File: src/rtl/sprite_pkg.sv
// Shared types for the sprite table scanner: table entry layout, scan FSM states
// and the vertical hit test used by the scanner.
package sprite_pkg;

   localparam int SPRITE_Y_W        = 10;
   localparam int SPRITE_TBL_ADDR_W = 9;

   typedef struct packed {
      logic                  en;
      logic [6:0]            img;
      logic [9:0]            x;
      logic [SPRITE_Y_W-1:0] y;
      logic [3:0]            pal;
   } sprite_entry_t;

   typedef enum logic [1:0] {
      IDLE,
      READ,
      LAST,
      DONE
   } scan_state_t;

   // Wrapping 10-bit subtraction so sprites parked near line 1023 continue onto line 0.
   function automatic logic sprite_hit(input sprite_entry_t e,
                                       input logic [SPRITE_Y_W-1:0] line_y,
                                       input int height);
      logic [SPRITE_Y_W-1:0] diff;
      diff = line_y - e.y;
      return e.en && (int'(diff) < height);
   endfunction

endpackage

File: src/rtl/sprite_line_list.sv
// Per-line sprite hit list: bank storage, write pointer and HIT_COUNT.
// With SPRITE_LIST_DBL_BUF_EN defined, a back bank is filled while the front bank is read.
module sprite_line_list
   import sprite_pkg::*;
#(
   parameter int MAX_PER_LINE = 8
) (
   input  logic                              CLK,
   input  logic                              RESETn,
   input  logic                              clear,
   input  logic                              wr_en,
   input  logic [31:0]                       wr_data,
   input  logic                              swap,
   input  logic [$clog2(MAX_PER_LINE)-1:0]   rd_idx,
   output logic [31:0]                       rd_data,
   output logic [$clog2(MAX_PER_LINE+1)-1:0] hit_count,
   output logic                              full
);

   localparam int IDX_W = $clog2(MAX_PER_LINE);
   localparam int CNT_W = $clog2(MAX_PER_LINE + 1);

`ifdef SPRITE_LIST_DBL_BUF_EN

   logic [31:0]      bank_q [2][MAX_PER_LINE];
   logic [CNT_W-1:0] cnt_q  [2];
   logic             back_q;

   // The scan only ever touches the back bank; the swap hands it to the renderer.
   always_ff @(posedge CLK or negedge RESETn) begin
      if (!RESETn) begin
         for (int b = 0; b < 2; b++) begin
            cnt_q[b] <= '0;
            for (int i = 0; i < MAX_PER_LINE; i++) begin
               bank_q[b][i] <= '0;
            end
         end
         back_q <= 1'b0;
      end else begin
         if (clear) begin
            cnt_q[back_q] <= '0;
         end else if (wr_en) begin
            bank_q[back_q][cnt_q[back_q][IDX_W-1:0]] <= wr_data;
            cnt_q[back_q] <= cnt_q[back_q] + 1'b1;
         end
         if (swap) begin
            back_q <= ~back_q;
         end
      end
   end

   always_comb begin
      rd_data = '0;
      if (int'(rd_idx) < MAX_PER_LINE) begin
         rd_data = bank_q[~back_q][rd_idx];
      end
   end

   assign hit_count = cnt_q[~back_q];
   assign full      = (cnt_q[back_q] == CNT_W'(MAX_PER_LINE));

`else

   logic [31:0]      bank_q [MAX_PER_LINE];
   logic [CNT_W-1:0] cnt_q;
   logic             unused_swap;

   assign unused_swap = swap;

   // Single bank: the renderer sees entries appear live as the scan finds them.
   always_ff @(posedge CLK or negedge RESETn) begin
      if (!RESETn) begin
         cnt_q <= '0;
         for (int i = 0; i < MAX_PER_LINE; i++) begin
            bank_q[i] <= '0;
         end
      end else begin
         if (clear) begin
            cnt_q <= '0;
         end else if (wr_en) begin
            bank_q[cnt_q[IDX_W-1:0]] <= wr_data;
            cnt_q <= cnt_q + 1'b1;
         end
      end
   end

   always_comb begin
      rd_data = '0;
      if (int'(rd_idx) < MAX_PER_LINE) begin
         rd_data = bank_q[rd_idx];
      end
   end

   assign hit_count = cnt_q;
   assign full      = (cnt_q == CNT_W'(MAX_PER_LINE));

`endif

endmodule

File: src/rtl/sprite_table_scanner.sv
// Walks the sprite table on each line start and collects sprites covering LINE_Y.
// Optional double-buffered hit list via SPRITE_LIST_DBL_BUF_EN.
module sprite_table_scanner
   import sprite_pkg::*;
#(
   parameter int NUM_SPRITES  = 64,
   parameter int SPRITE_H     = 16,
   parameter int MAX_PER_LINE = 8
) (
   input  logic                              CLK,
   input  logic                              RESETn,
   input  logic                              LINE_START,
   input  logic [9:0]                        LINE_Y,
   output logic [8:0]                        SPRITE_TABLE_RD_ADDR,
   input  logic [31:0]                       SPRITE_TABLE_DO,
   input  logic [$clog2(MAX_PER_LINE)-1:0]   LIST_RD_IDX,
   output logic [31:0]                       LIST_RD_DATA,
   output logic [$clog2(MAX_PER_LINE+1)-1:0] HIT_COUNT,
   output logic                              SCAN_BUSY,
   output logic                              SCAN_DONE,
   output logic                              OVERFLOW
);

   scan_state_t                  state_q, state_d;
   logic [SPRITE_TBL_ADDR_W-1:0] addr_q;
   logic [SPRITE_Y_W-1:0]        line_y_q;
   logic                         valid_q;
   logic                         overflow_q;

   sprite_entry_t entry;
   logic          hit;
   logic          full;
   logic          start;
   logic          addr_inc;
   logic          wr_en;
   logic          set_ovf;
   logic          swap;
   logic          last_addr;

   assign entry     = SPRITE_TABLE_DO;
   assign hit       = valid_q && sprite_hit(entry, line_y_q, SPRITE_H);
   assign last_addr = (addr_q == SPRITE_TBL_ADDR_W'(NUM_SPRITES - 1));

   always_ff @(posedge CLK or negedge RESETn) begin
      if (!RESETn) begin
         state_q <= IDLE;
      end else begin
         state_q <= state_d;
      end
   end

   // A LINE_START in any state restarts the walk; a full list cuts the scan short.
   always_comb begin
      state_d  = state_q;
      start    = 1'b0;
      addr_inc = 1'b0;
      wr_en    = 1'b0;
      set_ovf  = 1'b0;
      if (LINE_START) begin
         start   = 1'b1;
         state_d = READ;
      end else begin
         case (state_q)
            IDLE: state_d = IDLE;
            READ: begin
               if (hit && full) begin
                  set_ovf = 1'b1;
                  state_d = DONE;
               end else begin
                  wr_en = hit;
                  if (last_addr) begin
                     state_d = LAST;
                  end else begin
                     addr_inc = 1'b1;
                  end
               end
            end
            LAST: begin
               set_ovf = hit && full;
               wr_en   = hit && !full;
               state_d = DONE;
            end
            DONE:    state_d = IDLE;
            default: state_d = IDLE;
         endcase
      end
      swap = (state_d == DONE) && (state_q != DONE);
   end

   // Data returned while not in READ (or on the abort cycle) belongs to a stale address.
   always_ff @(posedge CLK or negedge RESETn) begin
      if (!RESETn) begin
         addr_q     <= '0;
         line_y_q   <= '0;
         valid_q    <= 1'b0;
         overflow_q <= 1'b0;
      end else begin
         valid_q <= (state_q == READ) && !start;
         if (start) begin
            addr_q     <= '0;
            line_y_q   <= LINE_Y;
            overflow_q <= 1'b0;
         end else begin
            if (addr_inc) begin
               addr_q <= addr_q + 1'b1;
            end
            if (set_ovf) begin
               overflow_q <= 1'b1;
            end
         end
      end
   end

   sprite_line_list #(
      .MAX_PER_LINE(MAX_PER_LINE)
   ) u_list (
      .CLK      (CLK),
      .RESETn   (RESETn),
      .clear    (start),
      .wr_en    (wr_en),
      .wr_data  (SPRITE_TABLE_DO),
      .swap     (swap),
      .rd_idx   (LIST_RD_IDX),
      .rd_data  (LIST_RD_DATA),
      .hit_count(HIT_COUNT),
      .full     (full)
   );

   assign SPRITE_TABLE_RD_ADDR = addr_q;
   assign SCAN_BUSY            = (state_q == READ) || (state_q == LAST);
   assign SCAN_DONE            = (state_q == DONE);
   assign OVERFLOW             = overflow_q;

endmodule

File: config.mk
export PLATFORM = sky130hd
export DESIGN_NAME = sprite_table_scanner
export DESIGN_NICKNAME = d
export VERILOG_FILES = /design/src/rtl/sprite_pkg.sv /design/src/rtl/sprite_line_list.sv /design/src/rtl/sprite_table_scanner.sv
export SDC_FILE = /design/constraint.sdc
export NUM_CORES = 1
export LEC_CHECK = 0
export ABC_CLOCK_PERIOD_IN_PS = 2700
export CAP_MARGIN = 5
export CORE_MARGIN = 2
export CORE_UTILIZATION = 30
export CTS_BUF_LIST = sky130_fd_sc_hd__clkbuf_4 sky130_fd_sc_hd__clkbuf_8 sky130_fd_sc_hd__clkbuf_16
export DETAILED_ROUTE_END_ITERATION = 12
export GPL_TIMING_DRIVEN = 0
export PLACE_DENSITY_LB_ADDON = 0.2
export SLEW_MARGIN = 5
export SYNTH_ARGS = -nofsm -noshare
export SYNTH_HDL_FRONTEND = slang
export SYNTH_SLANG_ARGS = --single-unit
File: constraint.sdc
create_clock -name CLK -period 2.7 [get_ports CLK]
set_input_delay 0.54 -clock CLK [delete_from_list [all_inputs] [get_ports CLK]]
set_output_delay 0.54 -clock CLK [all_outputs]
set_load 0.01 [all_outputs]
* Word-level counts from Yosys, hierarchy flattened *
Index checks and enable logic that the tools add are counted.

word-level totals
  bits in registers = 283
  bits of input ports = 48
  output and inout bits = 48
  word-level logic and storage cells = 72

cells by class
  $add $sub $neg = 3
  $lt $le $gt $ge = 4
  eq/ne operators = 6
  mux-type cells = 27
  bitwise logic cells = 3
  reductions and logical operators = 15

operators by type and width
  kind                                                         number
  bitwise mux 256 bit                                          1
  binary-select mux 32 bit (select 3 bit)                      1
  demux 32 bit (select 3 bit)                                  1
  two-way mux 32 bit                                           3
  two-way mux 9 bit                                            2
  two-way mux 1 bit                                            11
  less-than comparator 10 x 5 -> 1 bit, second input constant  1
  subtractor 10 bit                                            1
  adder 9 x 1 -> 9 bit, second input constant                  1
  == test 9 x 6 -> 1 bit, second input constant                1
  greater-or-equal comparator 4 bit, second input constant     2
  two-way mux 4 bit                                            2
  NOT 3 -> 4 bit                                               2
  logical AND 1 bit                                            6
  two-way mux 2 bit                                            3
  one-hot mux 2 bit (3 select lines)                           1
  nonzero test 2 bit                                           3
  adder 4 x 1 -> 4 bit, second input constant                  1
  == test 2 bit, second input constant                         2
  == test 4 bit, second input constant                         1
  less-than comparator 4 x 1 -> 1 bit, second input constant   1
  != test 4 bit, second input constant                         1
  one-hot mux 1 bit (2 select lines)                           2
  == test 2 x 1 -> 1 bit, second input constant                1
  other kinds (6)                                              7

* Depth between registers and ports, before layout *
Gate-level depths: netlist (run 1).

  depth after elaboration = 10
  depth in mapped cells = 12
  mapped depth without buffers = 9

* Hierarchy *
From an unflattened synthesis (run 1), not the netlist that was laid out.

unflattened totals
  cell total of the unflattened synthesis = 852
  area, all modules = 13297.8 um2

by module, submodules not included
  module                instances  cells an instance  area each (um2)  seq. area each (um2)
  sprite_line_list      1          686                11657.4          6506.2
  sprite_table_scanner  1          166                1640.3           575.6

* Worst setup path before layout (run 1) *
No wires, ideal clock.

  path type = input to register
  from = input port SPRITE_TABLE_DO[8]
  to = register u_list.bank_q[108] in the netlist's numbering
  setup time = 0.125 ns
  data arrival time = 3.010 ns
  required time = 2.575 ns
  path slack = -0.435 ns
  stages = 11
  path buffers = 2
  cell sequence = inv_1 ha_1 nor2b_1 a2111oi_0 o211ai_1 nor3_1 and3_1 and4_1 buf_2 buf_4 mux2_2

on the way
  word-level cells in the longest chain between the ends = 9
  elaborated cells between the ends (all ways) = 10
  those cells by class = add/sub: 1; order compare: 1; mux: 3; reduce/logical: 5

ends and longest elaborated chain
  item                                      RTL line                    text
  start: declaration                        sprite_table_scanner.sv:15  input logic [31:0] SPRITE_TABLE_DO,
  subtractor 10 bit (*)                     sprite_pkg.sv:28            diff = line_y - e.y;
  less-than comparator 10 x 5 -> 1 bit (*)  sprite_pkg.sv:29            return e.en && (int'(diff) < height);
  logical AND 1 bit (*)                     sprite_pkg.sv:29
  logical AND 1 bit (*)                     sprite_table_scanner.sv:41  assign hit = valid_q && sprite_hit(entry, line_y_q, SPRITE_H);
  logical AND 1 bit                         sprite_table_scanner.sv:66  if (hit && full) begin
  two-way mux 1 bit                         sprite_table_scanner.sv:66
  one-hot mux 1 bit (2 select lines) (*)    sprite_table_scanner.sv:63  case (state_q)
  two-way mux 1 bit (*)                     sprite_table_scanner.sv:59  if (LINE_START) begin
  AND reduction 2 bit (no line) (*)         -
  end signal: indexed assignment            sprite_line_list.sv:81      bank_q[cnt_q[IDX_W-1:0]] <= wr_data;
  end: declaration                          sprite_line_list.sv:64      logic [31:0] bank_q [MAX_PER_LINE];

Every way passes the cells marked *; elsewhere a longest branch is shown, timed or not.
A chain may end at the register's enable or synchronous reset.

* Final worst setup path (run 1) *
  from = register line_y_q[5]
  to = register u_list.bank_q[124] in the netlist's numbering

on the way
  word-level cells in the longest chain between the ends = 9
  elaborated cells between the ends (all ways) = 10
  those cells by class = add/sub: 1; order compare: 1; mux: 3; reduce/logical: 5

ends and longest elaborated chain
  item                                      RTL line                     text
  start: declaration                        sprite_table_scanner.sv:26   logic [SPRITE_Y_W-1:0] line_y_q;
  start signal: assignment                  sprite_table_scanner.sv:94   line_y_q <= '0;
  start signal: assignment                  sprite_table_scanner.sv:101  line_y_q <= LINE_Y;
  subtractor 10 bit (*)                     sprite_pkg.sv:28
  less-than comparator 10 x 5 -> 1 bit (*)  sprite_pkg.sv:29
  logical AND 1 bit (*)                     sprite_pkg.sv:29
  logical AND 1 bit (*)                     sprite_table_scanner.sv:41
  logical AND 1 bit                         sprite_table_scanner.sv:66
  two-way mux 1 bit                         sprite_table_scanner.sv:66
  one-hot mux 1 bit (2 select lines) (*)    sprite_table_scanner.sv:63
  two-way mux 1 bit (*)                     sprite_table_scanner.sv:59
  AND reduction 2 bit (no line) (*)         -

Marks and branches as above.

==> results of run 1 <==
-- sequential cells by signal (all words and copies together) (netlist names) --
| register | flops |
|---|---|
| OVERFLOW | 1 |
| u_list.hit_count | 4 |
| valid_q | 1 |
| state_q | 2 |
| line_y_q | 10 |
| u_list.bank_q | 256 |
| SPRITE_TABLE_RD_ADDR | 9 |
-- what timing repair did --
action	CTS	global route
setup endpoints to repair	304	270
endpoints found under the hold margin	76	0
gates cloned	4	9
hold buffers	1	0
pin swaps	10	10
gates resized for setup	239	96
setup buffers	29	11
-- final cells by class --
cell class / instances / share of cell area
Sequential cell: 283 / 0.393
Multi-Input combinational cell: 515 / 0.368
Timing Repair Buffer: 146 / 0.0938
Clock buffer: 48 / 0.0533
Buffer: 52 / 0.0430
Tap cell: 585 / 0.0407
Clock inverter: 9 / 0.00487
Inverter: 16 / 0.00334
Antenna cell: 1 / 0.000139
-- power by group through the flow --
stage | Clock (uW) | Sequential, uW | Combinational [uW]
after global routing | 4610 | 4400 | 1240
after CTS | 4440 | 4380 | 1080
after detailed placement | 0 | 4460 | 975
after floorplan | 0 | 4450 | 529
after global placement | 0 | 4460 | 961
final | 4320 | 4380 | 1130
-- worst paths after layout --
path                                             endpoint  slack [ps]  cells past startpoint
min in group asynchronous   u_list.bank_q[37]$_DFFE_PN0P_         530                      2
max reg2reg                u_list.bank_q[124]$_DFFE_PN0P_        -300                     11
max                        u_list.bank_q[124]$_DFFE_PN0P_        -300                     11
min                         u_list.bank_q[69]$_DFFE_PN0P_         340                      2
min reg2reg                 u_list.bank_q[31]$_DFFE_PN0P_         460                      1
max in group asynchronous  u_list.bank_q[174]$_DFFE_PN0P_        1150                      3
-- cell usage in the layout (no fill, tap or decap), drive strengths merged, types with 3 or more instances in the layout --
cell | synthesis | layout
a21oi | 14 | 14
and4 | 4 | 4
buf | 35 | 85
clkbuf | 17 | 73
clkdlybuf4s15 | 0 | 3
clkdlybuf4s50 | 0 | 49
clkinv | 0 | 6
dfrtp | 283 | 283
dlygate4sd2 | 0 | 33
ha | 14 | 14
inv | 16 | 17
mux2 | 291 | 291
mux4 | 64 | 64
nand2 | 18 | 18
nand2b | 5 | 5
nand3 | 9 | 9
nor2 | 9 | 9
nor2b | 6 | 6
nor3 | 9 | 9
nor3b | 3 | 3
o21ai | 13 | 13
o31ai | 3 | 3
or2 | 10 | 10
or3 | 3 | 3
or4 | 6 | 6
-- kinds of logic after synthesis --
group / share of synthesized area
mux: 0.357
flops: 0.535
simple gates: 0.0456
buf+inv: 0.0246
compound gates: 0.0233
fa+ha+maj: 0.0132
xor+xnor: 0.00132
-- synthesized netlist by cell type, types with 3 or more instances --
cell type | n | area share
nor3b_1 | 3 | 0.0017
clkbuf_1 | 17 | 0.0048
or4_1 | 6 | 0.0034
buf_4 | 15 | 0.0085
and4_1 | 4 | 0.0026
nor2_1 | 8 | 0.0023
a21oi_1 | 14 | 0.0053
o31ai_1 | 3 | 0.0017
nand3_1 | 8 | 0.0030
nand2b_1 | 5 | 0.0024
nor3_2 | 4 | 0.0030
nand2_1 | 18 | 0.0051
inv_1 | 16 | 0.0045
mux4_2 | 64 | 0.11
buf_2 | 11 | 0.0042
or3_1 | 3 | 0.0014
buf_1 | 9 | 0.0026
nor2b_1 | 6 | 0.0028
mux2_1 | 68 | 0.058
dfrtp_1 | 283 | 0.53
o21ai_0 | 11 | 0.0042
nor3_1 | 5 | 0.0019
ha_1 | 14 | 0.013
mux2_2 | 223 | 0.19
or2_2 | 9 | 0.0043
-- per-stage QoR --
stage	cells	hold slack, ps	util	total power, uW	setup WS [ps]
5_1_grt	1655	349	0.415	10300	-396
3_5_place_dp	1544	450	0.355	5440	-1820
6_report	1655	337	0.415	9830	-300
3_3_place_gp	1542	445	0.353	5420	-11940
2_1_floorplan	866	244	-	4980	-362
4_1_cts	1635	346	0.401	9900	-275
-- metal layers --
| layer | global-route usage | vias up | share of wire |
|---|---|---|---|
| met3 | 0.0264 | 42 | 0.033 |
| met1 | 0.211 | 4224 | 0.47 |
| met2 | 0.244 | 128 | 0.47 |
| met5 | 0 | - | 0.00037 |
| met4 | 0.0310 | 2 | 0.020 |
| li1 | - | 3580 | - |
==> run summary, run 1 <==
Grt total ovfl -> 0
Clock power share -> 0.439
Die width -> 214 um
Area occupied by multi-input gates -> 6620 um2
Max Fclk -> 0.333 GHz
Reg2reg start -> line_y_q[5]$_DFFE_PN0P_
Vias -> 7976
Sink Count -> 283
Clock Tree Root -> clkbuf_16
Max rail drop VDD -> 0.474 mV
Comb pwr share -> 0.115
Clock buffer depth -> 3
Layout cells sized above 1 -> 0.508
Top cell by count, worst path -> buf_12
Filler Cell Count -> 4040
LEAKAGE -> 0.00843 uW
I/O pin count -> 96
Failing checks -> setup timing
Starting Density -> 0.305
Sequential cell area -> 7080 um2
NumNets Final -> 1107
Routed len/inst -> 21.3 um
P_int -> 7370 uW
H-tree depth -> 1
Seq/Total Area, Yosys -> 0.535
RSZ-0062 raised after global routing -> yes
Worst Path Max Fanout -> 10
Final Hold Vio Count -> 0
Synthesis-to-layout area growth -> 36.0%
Worst Path Required -> 3170 ps
DP Area -> 15400 um2
Number of global-route vias before repair -> 8658
Clock Latency Late Sink -> 590 ps
Pwr Density -> 546 nW/um2
Cell Area, Synth -> 13200 um2
Sequential Power Share -> 0.446
Crit. Startpoint -> line_y_q[5]$_DFFE_PN0P_
Largest net degree at the start of global routing -> 108
Core Area -> 43400 um2
ANT nets after route -> 0
Crit path cell chain -> ha_4 -> a21oi_2 -> o21ai_0 -> a211o_1 -> a221oi_4 -> and3_4 -> and4_1 -> buf_6 -> buf_12 -> buf_12 -> mux2_2
Max stage delay on crit path -> 410 ps
Max-cap violations -> 0
WP buf/inv -> 3
Synth async-reset ratio -> 1.00
EDFF count, synth -> 0
Vias per Instance -> 4.82
Initial antenna violation count -> 2
Global Route Usage Sum -> 0.150
Status -> complete, but fails checks
Syn Nets -> 928
Number of distinct library cells after synthesis -> 54
Total negative slack -> -59790 ps
Final slew viol count -> 0
Most used DFF post-synth -> dfrtp_1
Min cycle time layout -> 3000 ps
Top delay family on crit path -> compound AO/OA/AOI/OAI gates
Post-DP HPWL -> 20500 um
Syn Area/Cell -> 15.3 um2
TritonCTS clock tree -> yes
I/O Buffers -> 91
Worst setup SP type -> register
DRT Wirelength -> 35200 um
Register bit count reported by yosys -> 283
Hold_sp -> SPRITE_TABLE_DO[5]
Clock slew seen by the registers of the worst setup and hold paths -> 60 ps
Min-delay worst type -> input port to register
# rows -> 76
DR DRC count -> 0
Die Y -> 214 um
First-pass GRT wire length -> 53600 um
Die area -> 45800 um2
# setup viols final -> 252
Worst-Margin Slew -> 672 ps
Critical Path Slowest Stage Cell -> dfrtp_1
Final Cycle Share -> 1.11
Final Worst Setup Slack -> -300 ps
Synth warn -> 0
Critical Path AT -> 3470 ps
Switching power -> 2460 uW
Critical path class -> register to register
Fin area -> 18000 um2
Num CTS Buffers -> 31
Relative max-transition margin -> 0.552
Crit end category -> register
Mapped Cells -> 866
Drt pass-1 iters -> 4
DR iter-0 viols -> 374
Max Clock Skew -> 16.4 ps
Sw Ratio -> 0.250
Final Wtd Congestion -> 0.708
Note: power is estimated with default switching activity, not from simulation.
==> inputs of run 2 (changes only) <==
--- a/config.mk
+++ b/config.mk
@@ -10,6 +10,7 @@
 export CORE_MARGIN = 2
 export CORE_UTILIZATION = 30
 export CTS_BUF_LIST = sky130_fd_sc_hd__clkbuf_4 sky130_fd_sc_hd__clkbuf_8 sky130_fd_sc_hd__clkbuf_16
+export CTS_CLUSTER_DIAMETER = 80
 export DETAILED_ROUTE_END_ITERATION = 12
 export GPL_TIMING_DRIVEN = 0
 export PLACE_DENSITY_LB_ADDON = 0.2
==> results of run 2 <==
No change in the layout: final DEF, timing and power equal those of run 1.
==> inputs of run 3 (changes only) <==
--- a/config.mk
+++ b/config.mk
@@ -11,6 +11,7 @@
 export CORE_UTILIZATION = 30
 export CTS_BUF_LIST = sky130_fd_sc_hd__clkbuf_4 sky130_fd_sc_hd__clkbuf_8 sky130_fd_sc_hd__clkbuf_16
 export CTS_CLUSTER_DIAMETER = 80
+export CTS_CLUSTER_SIZE = 12
 export DETAILED_ROUTE_END_ITERATION = 12
 export GPL_TIMING_DRIVEN = 0
 export PLACE_DENSITY_LB_ADDON = 0.2
==> run 3 against run 2 <==
  * The run still ends with setup timing left
  * Sequential power is essentially flat
  * Wire length grew 7.0%
  * Final area grew 2.2%
  * Highest routed layer is now met4
==> run summary, run 3 (same netlist as run 1, synthesis figures left out) <==
Grt total ovfl -> 0
Core Area -> 43400 um2
DR DRC count -> 0
Worst-Margin Slew -> 673 ps
Die area -> 45800 um2
Vias -> 8154
Clock slew seen by the registers of the worst setup and hold paths -> 60 ps
Vias per Instance -> 4.95
# setup viols final -> 257
Total negative slack -> -44590 ps
Sink Count -> 283
Synthesis-to-layout area growth -> 39.0%
Pre-CTS setup slack -> -1820 ps
Relative max-transition margin -> 0.551
Initial antenna violation count -> 3
H-tree depth -> 1
Max Fclk -> 0.335 GHz
Most frequent cells in the layout -> dfrtp_1 (283), mux2_4 (246), mux4_2 (64)
Final Worst Setup Slack -> -283 ps
I/O pin count -> 96
Max-cap violations -> 0
TritonCTS clock tree -> yes
# rows -> 76
Clock Tree Root -> clkbuf_16
Tot Pwr -> 8910 uW
Starting Density -> 0.305
Num CTS Buffers -> 27
DR iter-0 viols -> 437
Max reg flops -> 256
Critical Path AT -> 3430 ps
Final Hold Vio Count -> 0
Worst setup SP type -> register
Routed len/inst -> 22.9 um
Number of global-route vias before repair -> 8665
Die width -> 214 um
Layout cells sized above 1 -> 0.524
Post-DP HPWL -> 20500 um
I/O Buffers -> 91
Pwr Density -> 484 nW/um2
Filler Cell Count -> 3962
Final Wtd Congestion -> 0.708
First-pass GRT wire length -> 54100 um
NumNets Final -> 1122
Top reg by flops -> u_list.bank_q
Failing checks -> setup timing
Min-delay worst type -> input port to register
Clock Latency Late Sink -> 570 ps
Global Route Usage Sum -> 0.152
Max Clock Skew -> 15.0 ps
Final slew viol count -> 0
Min cycle time layout -> 2980 ps
ANT nets after route -> 0
LEAKAGE -> 0.00847 uW
RSZ-0062 raised after global routing -> yes
Critical path class -> register to register
Final Cycle Share -> 1.10
Largest net degree at the start of global routing -> 108
Status -> complete, but fails checks
Worst Path Max Fanout -> 5
Die Y -> 214 um
Max rail drop VDD -> 0.439 mV
DRT Wirelength -> 37700 um
Hold WS -> 366 ps
Worst Path Required -> 3150 ps
Crit end category -> register
Drt pass-1 iters -> 4
Commonest non-fill, non-tap cell in the layout -> dfrtp_1
Clock buffer depth -> 3
## run 3: cell types whose count changed in the layout (fill, tap and decap cells not counted), sizes merged
| cell | before | now |
|---|---|---|
| buf | 85 | 98 |
| clkbuf | 73 | 60 |
| clkinv | 6 | 0 |
| dlygate4sd2 | 33 | 32 |
| bufbuf | 1 | 0 |
| diode | 1 | 2 |
| bufinv | 1 | 0 |
## run 3: worst paths after layout
path | startpoint | to | slack [ps] | depth (start not counted)
worst max-delay path | line_y_q[1]$_DFFE_PN0P_ | u_list.bank_q[24]$_DFFE_PN0P_ | -280 | 12
worst min-delay path | SPRITE_TABLE_DO[5] | u_list.bank_q[101]$_DFFE_PN0P_ | 370 | 2
worst max register to register | line_y_q[1]$_DFFE_PN0P_ | u_list.bank_q[24]$_DFFE_PN0P_ | -280 | 12
worst min register to register | u_list.bank_q[191]$_DFFE_PN0P_ | u_list.bank_q[191]$_DFFE_PN0P_ | 460 | 1
max in group asynchronous | RESETn | u_list.bank_q[244]$_DFFE_PN0P_ | 1120 | 3
min in group asynchronous | RESETn | u_list.bank_q[37]$_DFFE_PN0P_ | 550 | 2
## run 3: metrics by stage
step	cells	utilization	area (um2)
2_1_floorplan	866	-	13700
3_3_place_gp	1542	0.353	15300
3_5_place_dp	1544	0.355	15400
4_1_cts	1619	0.400	17300
5_1_grt	1646	0.424	18400
6_report	1647	0.424	18400
## run 3: where the power goes
group / switching, uW / total [uW] / internal (uW) / leakage, uW
clock network: 1620 / 3400 / 1770 / 0.000343
registers: 69.4 / 4380 / 4310 / 0.00392
logic: 611 / 1130 / 515 / 0.00421
total: 2310 / 8910 / 6600 / 0.00847
## run 3: cell type report
class,instances,area (um2),area share
antenna,2,5.00,0.000272
buffer,48,753,0.0409
clock buffer,27,676,0.0367
clock inverter,2,27.5,0.00150
inverter,16,60.1,0.00326
multi-input combinational,515,6950,0.378
sequential,283,7080,0.385
tap,585,732,0.0398
timing repair buffer,169,2120,0.115
## run 3: per-layer routing
metal,track usage,share of wire
met2,0.245,0.46
met1,0.214,0.47
met3,0.0254,0.042
met5,0,0
met4,0.0350,0.023
## run 3: critical path, cell delays in order (launching register included)
cell,delay [ps]
dfrtp_1,380
ha_1,250
a21oi_4,180
o21ai_1,80
a211o_1,330
a221oi_4,390
nand3_4,170
buf_6,160
nor4_4,160
buf_6,180
buf_12,120
clkbuf_16,150
mux2_4,300
## run 3: timing repair
item | CTS | global route
endpoints found under the setup margin | 304 | 270
setup buffers | 37 | 21
resized for setup | 258 | 205
pin swaps | 11 | 15
endpoints found under the hold margin | 1 | 0
hold buffers | 1 | 0
gates cloned | 8 | 17
